## src/rtl/counter_nb_full_if.sv

```systemverilog
// counter_nb_full_if
//   Bundles the data-path and cascade signals of one counter_nb_full stage.
//   Clock and reset stay outside the interface as plain module ports.
//
//   Signal summary (master = driver of the stage, slave = the counter):
//     data    : parallel load value             (master -> slave)
//     load    : synchronous parallel load       (master -> slave)
//     down_up : 1 = count down, 0 = count up    (master -> slave)
//     hold_n  : 0 freezes the count             (master -> slave)
//     ci      : cascade enable from lower stage (master -> slave)
//     q       : registered count                (slave -> master)
//     tc      : terminal count, combinational   (slave -> master)
//     co      : cascade enable to next stage    (slave -> master)
//
//   There is no handshake: every input is sampled on each falling clock
//   edge, and the outputs are valid continuously (q after the edge, tc/co
//   combinationally from q and the current inputs).
interface counter_nb_full_if #(
    parameter int WIDTH = 4
);
    logic [WIDTH-1:0] data;
    logic             load;
    logic             down_up;
    logic             hold_n;
    logic             ci;
    logic [WIDTH-1:0] q;
    logic             tc;
    logic             co;

    modport master (
        output data, load, down_up, hold_n, ci,
        input  q, tc, co
    );

    modport slave (
        input  data, load, down_up, hold_n, ci,
        output q, tc, co
    );
endinterface

```

## src/rtl/counter_nb_full.sv

```systemverilog
// counter_nb_full
//   N-bit synchronous up/down counter with parallel load, hold, asynchronous
//   clear, terminal-count flag and ripple-enable cascading (ci -> co), so
//   several stages can be chained into a wider counter.
//
//   Optional feature: define COUNTER_NB_MODULO_EN to make the count wrap
//   modulo MODULUS instead of 2**WIDTH (loads >= MODULUS store MODULUS-1).
//
//   Ports:
//     clock_n : the only clock; all state updates on its FALLING edge
//     reset_n : asynchronous active-low clear (q -> 0)
//     bus     : counter_nb_full_if.slave (data, load, down_up, hold_n, ci
//               in; q, tc, co out)
//
//   Update priority on each falling edge: load, then hold (hold_n=0 or
//   ci=0), then count in the direction given by down_up on that same edge.
module counter_nb_full #(
    parameter int              WIDTH   = 4,
    parameter longint unsigned MODULUS = 64'd1 << WIDTH
) (
    input  logic                   clock_n,
    input  logic                   reset_n,
    counter_nb_full_if.slave       bus
);

    // Reject illegal configurations at elaboration time.
    if (WIDTH < 2 || WIDTH > 32 || MODULUS < 64'd2 || MODULUS > (64'd1 << WIDTH)) begin : g_bad_param
        $error("counter_nb_full: illegal WIDTH/MODULUS combination");
    end

`ifdef COUNTER_NB_MODULO_EN
    // Highest reachable count; the wrap point in both directions.
    localparam logic [WIDTH-1:0] TOP = WIDTH'(MODULUS - 64'd1);
`else
    localparam logic [WIDTH-1:0] TOP = '1;
`endif

    logic [WIDTH-1:0] r_q;
    logic [WIDTH-1:0] w_load_val;
    logic [WIDTH-1:0] w_next;
    logic             w_tc;

    // Value stored by a parallel load.
    always_comb begin
        w_load_val = bus.data;
`ifdef COUNTER_NB_MODULO_EN
        // Out-of-range loads saturate to the top of the modulus.
        if ({{(64 - WIDTH){1'b0}}, bus.data} >= MODULUS) begin
            w_load_val = TOP;
        end
`endif
    end

    // Next-state selection in priority order. Explicit wrap checks keep the
    // natural build and the modulo build on one code path (TOP = all ones
    // gives the ordinary binary wrap).
    always_comb begin
        w_next = r_q;
        if (bus.load) begin
            w_next = w_load_val;
        end else if (!bus.hold_n || !bus.ci) begin
            w_next = r_q;
        end else if (!bus.down_up) begin
            w_next = (r_q == TOP) ? '0 : r_q + 1'b1;
        end else begin
            w_next = (r_q == '0) ? TOP : r_q - 1'b1;
        end
    end

    always_ff @(negedge clock_n or negedge reset_n) begin
        if (!reset_n) begin
            r_q <= '0;
        end else begin
            r_q <= w_next;
        end
    end

    // Terminal count follows the current direction, not the one in force
    // when q was last written.
    always_comb begin
        w_tc = bus.down_up ? (r_q == '0) : (r_q == TOP);
    end

    assign bus.q  = r_q;
    assign bus.tc = w_tc;
    assign bus.co = w_tc & bus.ci & bus.hold_n;

endmodule

```

## src/flat_wrapper.sv

```systemverilog
// flat-port wrapper written by rule: the top's interface ports become plain ports
module counter_nb_full_flat 
#(
    parameter int              WIDTH   = 4,
    parameter longint unsigned MODULUS = 64'd1 << WIDTH
)
  (clock_n, reset_n, bus_data, bus_load, bus_down_up, bus_hold_n, bus_ci, bus_q, bus_tc, bus_co);
  counter_nb_full_if #(.WIDTH(WIDTH)) bus_i ();
  input  logic clock_n;
  input  logic reset_n;
  input wire logic [$bits(bus_i.data)-1:0] bus_data;
  input wire logic [$bits(bus_i.load)-1:0] bus_load;
  input wire logic [$bits(bus_i.down_up)-1:0] bus_down_up;
  input wire logic [$bits(bus_i.hold_n)-1:0] bus_hold_n;
  input wire logic [$bits(bus_i.ci)-1:0] bus_ci;
  output wire logic [$bits(bus_i.q)-1:0] bus_q;
  output wire logic [$bits(bus_i.tc)-1:0] bus_tc;
  output wire logic [$bits(bus_i.co)-1:0] bus_co;
  assign bus_i.data = bus_data;
  assign bus_i.load = bus_load;
  assign bus_i.down_up = bus_down_up;
  assign bus_i.hold_n = bus_hold_n;
  assign bus_i.ci = bus_ci;
  assign bus_q = bus_i.q;
  assign bus_tc = bus_i.tc;
  assign bus_co = bus_i.co;
  counter_nb_full #(.WIDTH(WIDTH), .MODULUS(MODULUS)) u_core (.clock_n(clock_n), .reset_n(reset_n), .bus(bus_i));
endmodule
```

## config.mk

```make
export PLATFORM = sky130hd
export DESIGN_NAME = counter_nb_full_flat
export DESIGN_NICKNAME = d
export VERILOG_FILES = /design/src/rtl/counter_nb_full_if.sv /design/src/rtl/counter_nb_full.sv /design/src/flat_wrapper.sv
export SDC_FILE = /design/constraint.sdc
export NUM_CORES = 1
export LEC_CHECK = 0
export BUFFER_PORTS_ARGS = -buffer_cell sky130_fd_sc_hd__buf_2
export CAP_MARGIN = 15
export CORE_AREA = 2 2 39 41
export DETAILED_ROUTE_END_ITERATION = 8
export DIE_AREA = 0 0 41 43
export MAX_ROUTING_LAYER = met4
export PLACE_DENSITY = 0.48
export SETUP_SLACK_MARGIN = 0.15
export SYNTH_ARGS = -nofsm -noshare
export SYNTH_HDL_FRONTEND = slang
export SYNTH_SLANG_ARGS = --single-unit
```

## constraint.sdc

```tcl
create_clock -name clock_n -period 2.4 [get_ports clock_n]
set_input_delay 0.12 -clock clock_n [delete_from_list [all_inputs] [get_ports clock_n]]
set_output_delay 0.12 -clock clock_n [all_outputs]
set_load 0.02 [all_outputs]
```

# == Yosys cells after proc, flatten, opt, wreduce, memory -nomap -nowiden ==
# Index checks and enable logic that the tools add are counted.
# totals
reg_bits,4
inputBits,10
output_inout_bits,6
# classes
muxes,6
n_reduce_logical,4
bitwise_logic,2
n_addsub,2
eq_ne,2
# op_table
op,n
$mux W4,5
$add A4 B1 Y4 const B,1
$eq A4 B4 Y1 const B,1
$logic_not A4 Y1,1
$sub A4 B1 Y4 const B,1
$and A1 B1 Y1,2
$logic_not A1 Y1,2
$ne A2 B2 Y1 const B,1
$logic_or A1 B1 Y1,1
$mux W1,1

# == Logic depth before layout (Yosys ltp) ==
# depth
word_depth,5
mapped_depth,6
depth_no_buf,6

==> flow_summary.ini <==
[run_status]
outcome = finished with violations
violations = negative setup slack

[layout]
n_antenna_cell = 0
multi_input_area_um2 = 245
syn2layout_area_growth_pct = 88.1
seq_area_um2 = 100
stdcell_area_um2 = 633
finalNetCount = 88
layout-drive-gt1-share_pct = 51.4
most-common-layout-cells = buf_2 (10), buf_6 (10), buf_4 (9)
fillers = 145
largest_reg_flops = 4

[synthesis]
syn_inst = 42
syn-num-nets = 54
ys_seq_elements = 4
syn_area_um2 = 337
syn_avg_cell_area_um2 = 8.01
yosys_warnings = 0
synth.yosys.seq_area_share_pct = 29.7
synthDistinctLibCells = 20

[route]
ant_nets = 0
route.vias.total = 405
drt_iter0_markers = 1
wl_per_cell_um = 10.1
vias_per_cell = 4.50
wl_um = 908
first_pass_iters = 4
drc_errors = 0

[setup_path]
crit_path_start_kind = flip-flop
crit_buf_inv = 1
crit_type = reg2out
cp_max_fo = 4
cp_data_arrival_time_ns = 2.72
slowest_delay_ns = 0.48
cpMaxStageDelayCell = dfrtn_1
end_kind = output pin
worstPathRequired_ns = 2.28
critical_path.top_delay_family = flip-flops
cp_cell_sequence = ha_2 -> and3b_1 -> nand2_2 -> o21ai_4 -> nor2b_4 -> buf_6

[placed_design]
port-buffer-count = 15
placed_cell_area_um2 = 520
dp.final_hpwl_um = 700
gp_congestion = 0.684

[sta]
fin_skew_ns = 0.00503
max-slew-margin-rel_pct = 79.1
setup_violations = 3
worst_pin_slew_ns = 0.312
setup_ws_ns = -0.439
slew_viol_final = 0
hold_viol_final = 0
rsz0062_at_grt = true

[global_route]
grt_max_degree = 9
grt_overflow = 0
grt_pass1_wl_um = 1390
grt.total_usage_pct = 11.9
first_global_vias = 328
antenna_found_initial = 0

[power_and_ir_drop]
irDropWorstVdd_mv = 0.376
p_total_uw = 313
powerDensity_nw_per_um2 = 495
p_leak_nw = 0.308

[cts]
htree_num_levels = 1
cts_root_buf = clkbuf_4
cts.clk_slew.worst_paths_ns = 0.03
cts_hold_buf = 0
cts_buffers = 3
clockBufferDepth = 2
cts_tree = done
insertion_delay_ns = 0.25
clkSinkCount = 4

[floorplan]
fp.dieH_um = 43
dieArea_um2 = 1760
dieWidth_um = 41
pin_count = 16
core_area_um2 = 1380
initial_core_util_pct = 24.3
row_count = 14

[job]
maxCapViolations = 0

[worst_hold_path]
worstHoldPathType = reg2reg
[where the power goes]
part	internal [mW]	switching, mW	total (mW)
Clock	0.0557	0.0249	0.0807
Combinational	0.0833	0.0641	0.147
Sequential	0.0763	0.00888	0.0852
Total	0.215	0.0979	0.313
[routing by layer]
layer / global-route usage [%] / share of wire, %
met2: 15.0 / 46
met5: - / 0
met1: 18.0 / 48
met3: 4.71 / 6.1
met4: 2.00 / 0
[tightest hold or removal path, cell delays in order, from the launching register on]
cell	delay, ns
dfrtn_1	0.35
buf_6	0.14
xnor2_1	0.11
o21ai_0	0.13
[synth_stat cells]
library cell,number,area [µm²]
and3b_1,1,8.76
o31a_1,1,8.76
inv_1,3,11.3
a22oi_1,1,7.51
a21oi_2,1,8.76
a221o_1,1,10.0
nand3b_1,1,7.51
dfrtn_1,4,100
nand2b_1,1,6.26
a21oi_1,4,20.0
inv_2,1,3.75
xnor2_1,2,17.5
ha_1,2,25.0
o311ai_1,1,8.76
nand2_1,5,18.8
nor2b_1,2,12.5
or4b_1,1,10.0
o21ai_0,6,30.0
mux2i_1,1,10.0
nor2_1,3,11.3
[kinds of logic (layout without fill, tap and decap cells)]
family                   Yosys count  in the layout  share of synthesized area (%)
multiplexers                       1              1                           2.97
flip-flops                         4              4                           29.7
adder cells (fa/ha/maj)            2              2                           7.43
AO/OA/AOI/OAI                     15             15                           27.9
buffers and inverters              4             36                           4.46
XOR/XNOR                           2              2                           5.21
AND/OR/NAND/NOR                   14             14                           22.3
[through the flow]
stage | cells | TNS [ns] | utilization [%] | hold slack, ns | setup WS, ns
after global placement | 82 | -0.331 | 37.6 | 0.696 | -0.225
after global routing | 90 | -0.961 | 45.8 | 0.723 | -0.507
after CTS | 88 | -0.763 | 43.0 | 0.689 | -0.429
after floorplan | 42 | -0.542 | - | 0.450 | -0.393
final | 90 | -0.778 | 45.8 | 0.665 | -0.439
after detailed placement | 82 | -0.320 | 37.6 | 0.680 | -0.221
[area by class of cell]
type                       instances  area share (%)
multi-input combinational         34            38.7
timing repair buffer              29            36.4
sequential                         4            15.8
clock buffer                       3            3.56
tap                               16            3.16
inverter                           4            2.37
[path summary, 6_finish.rpt]
path	start	endpoint	slack, ns	cells past startpoint
min in group asynchronous	reset_n	u_core.bus.q[1]$_DFFE_NN0P_	0.76	1
max reg2reg	u_core.bus.q[3]$_DFFE_NN0P_	u_core.bus.q[3]$_DFFE_NN0P_	0.58	8
min	u_core.bus.q[2]$_DFFE_NN0P_	u_core.bus.q[2]$_DFFE_NN0P_	0.67	3
min reg2reg	u_core.bus.q[2]$_DFFE_NN0P_	u_core.bus.q[2]$_DFFE_NN0P_	0.67	3
max in group asynchronous	reset_n	u_core.bus.q[0]$_DFFE_NN0P_	1.48	1
max	u_core.bus.q[0]$_DFFE_NN0P_	bus_co	-0.44	6
[what timing repair did]
item,in CTS,in global routing
endpoints found under the setup margin,6,6
gates resized for setup,10,6
pin swaps,2,2
buffers inserted,3,2
No activity file was read; power rests on OpenSTA's default activity.
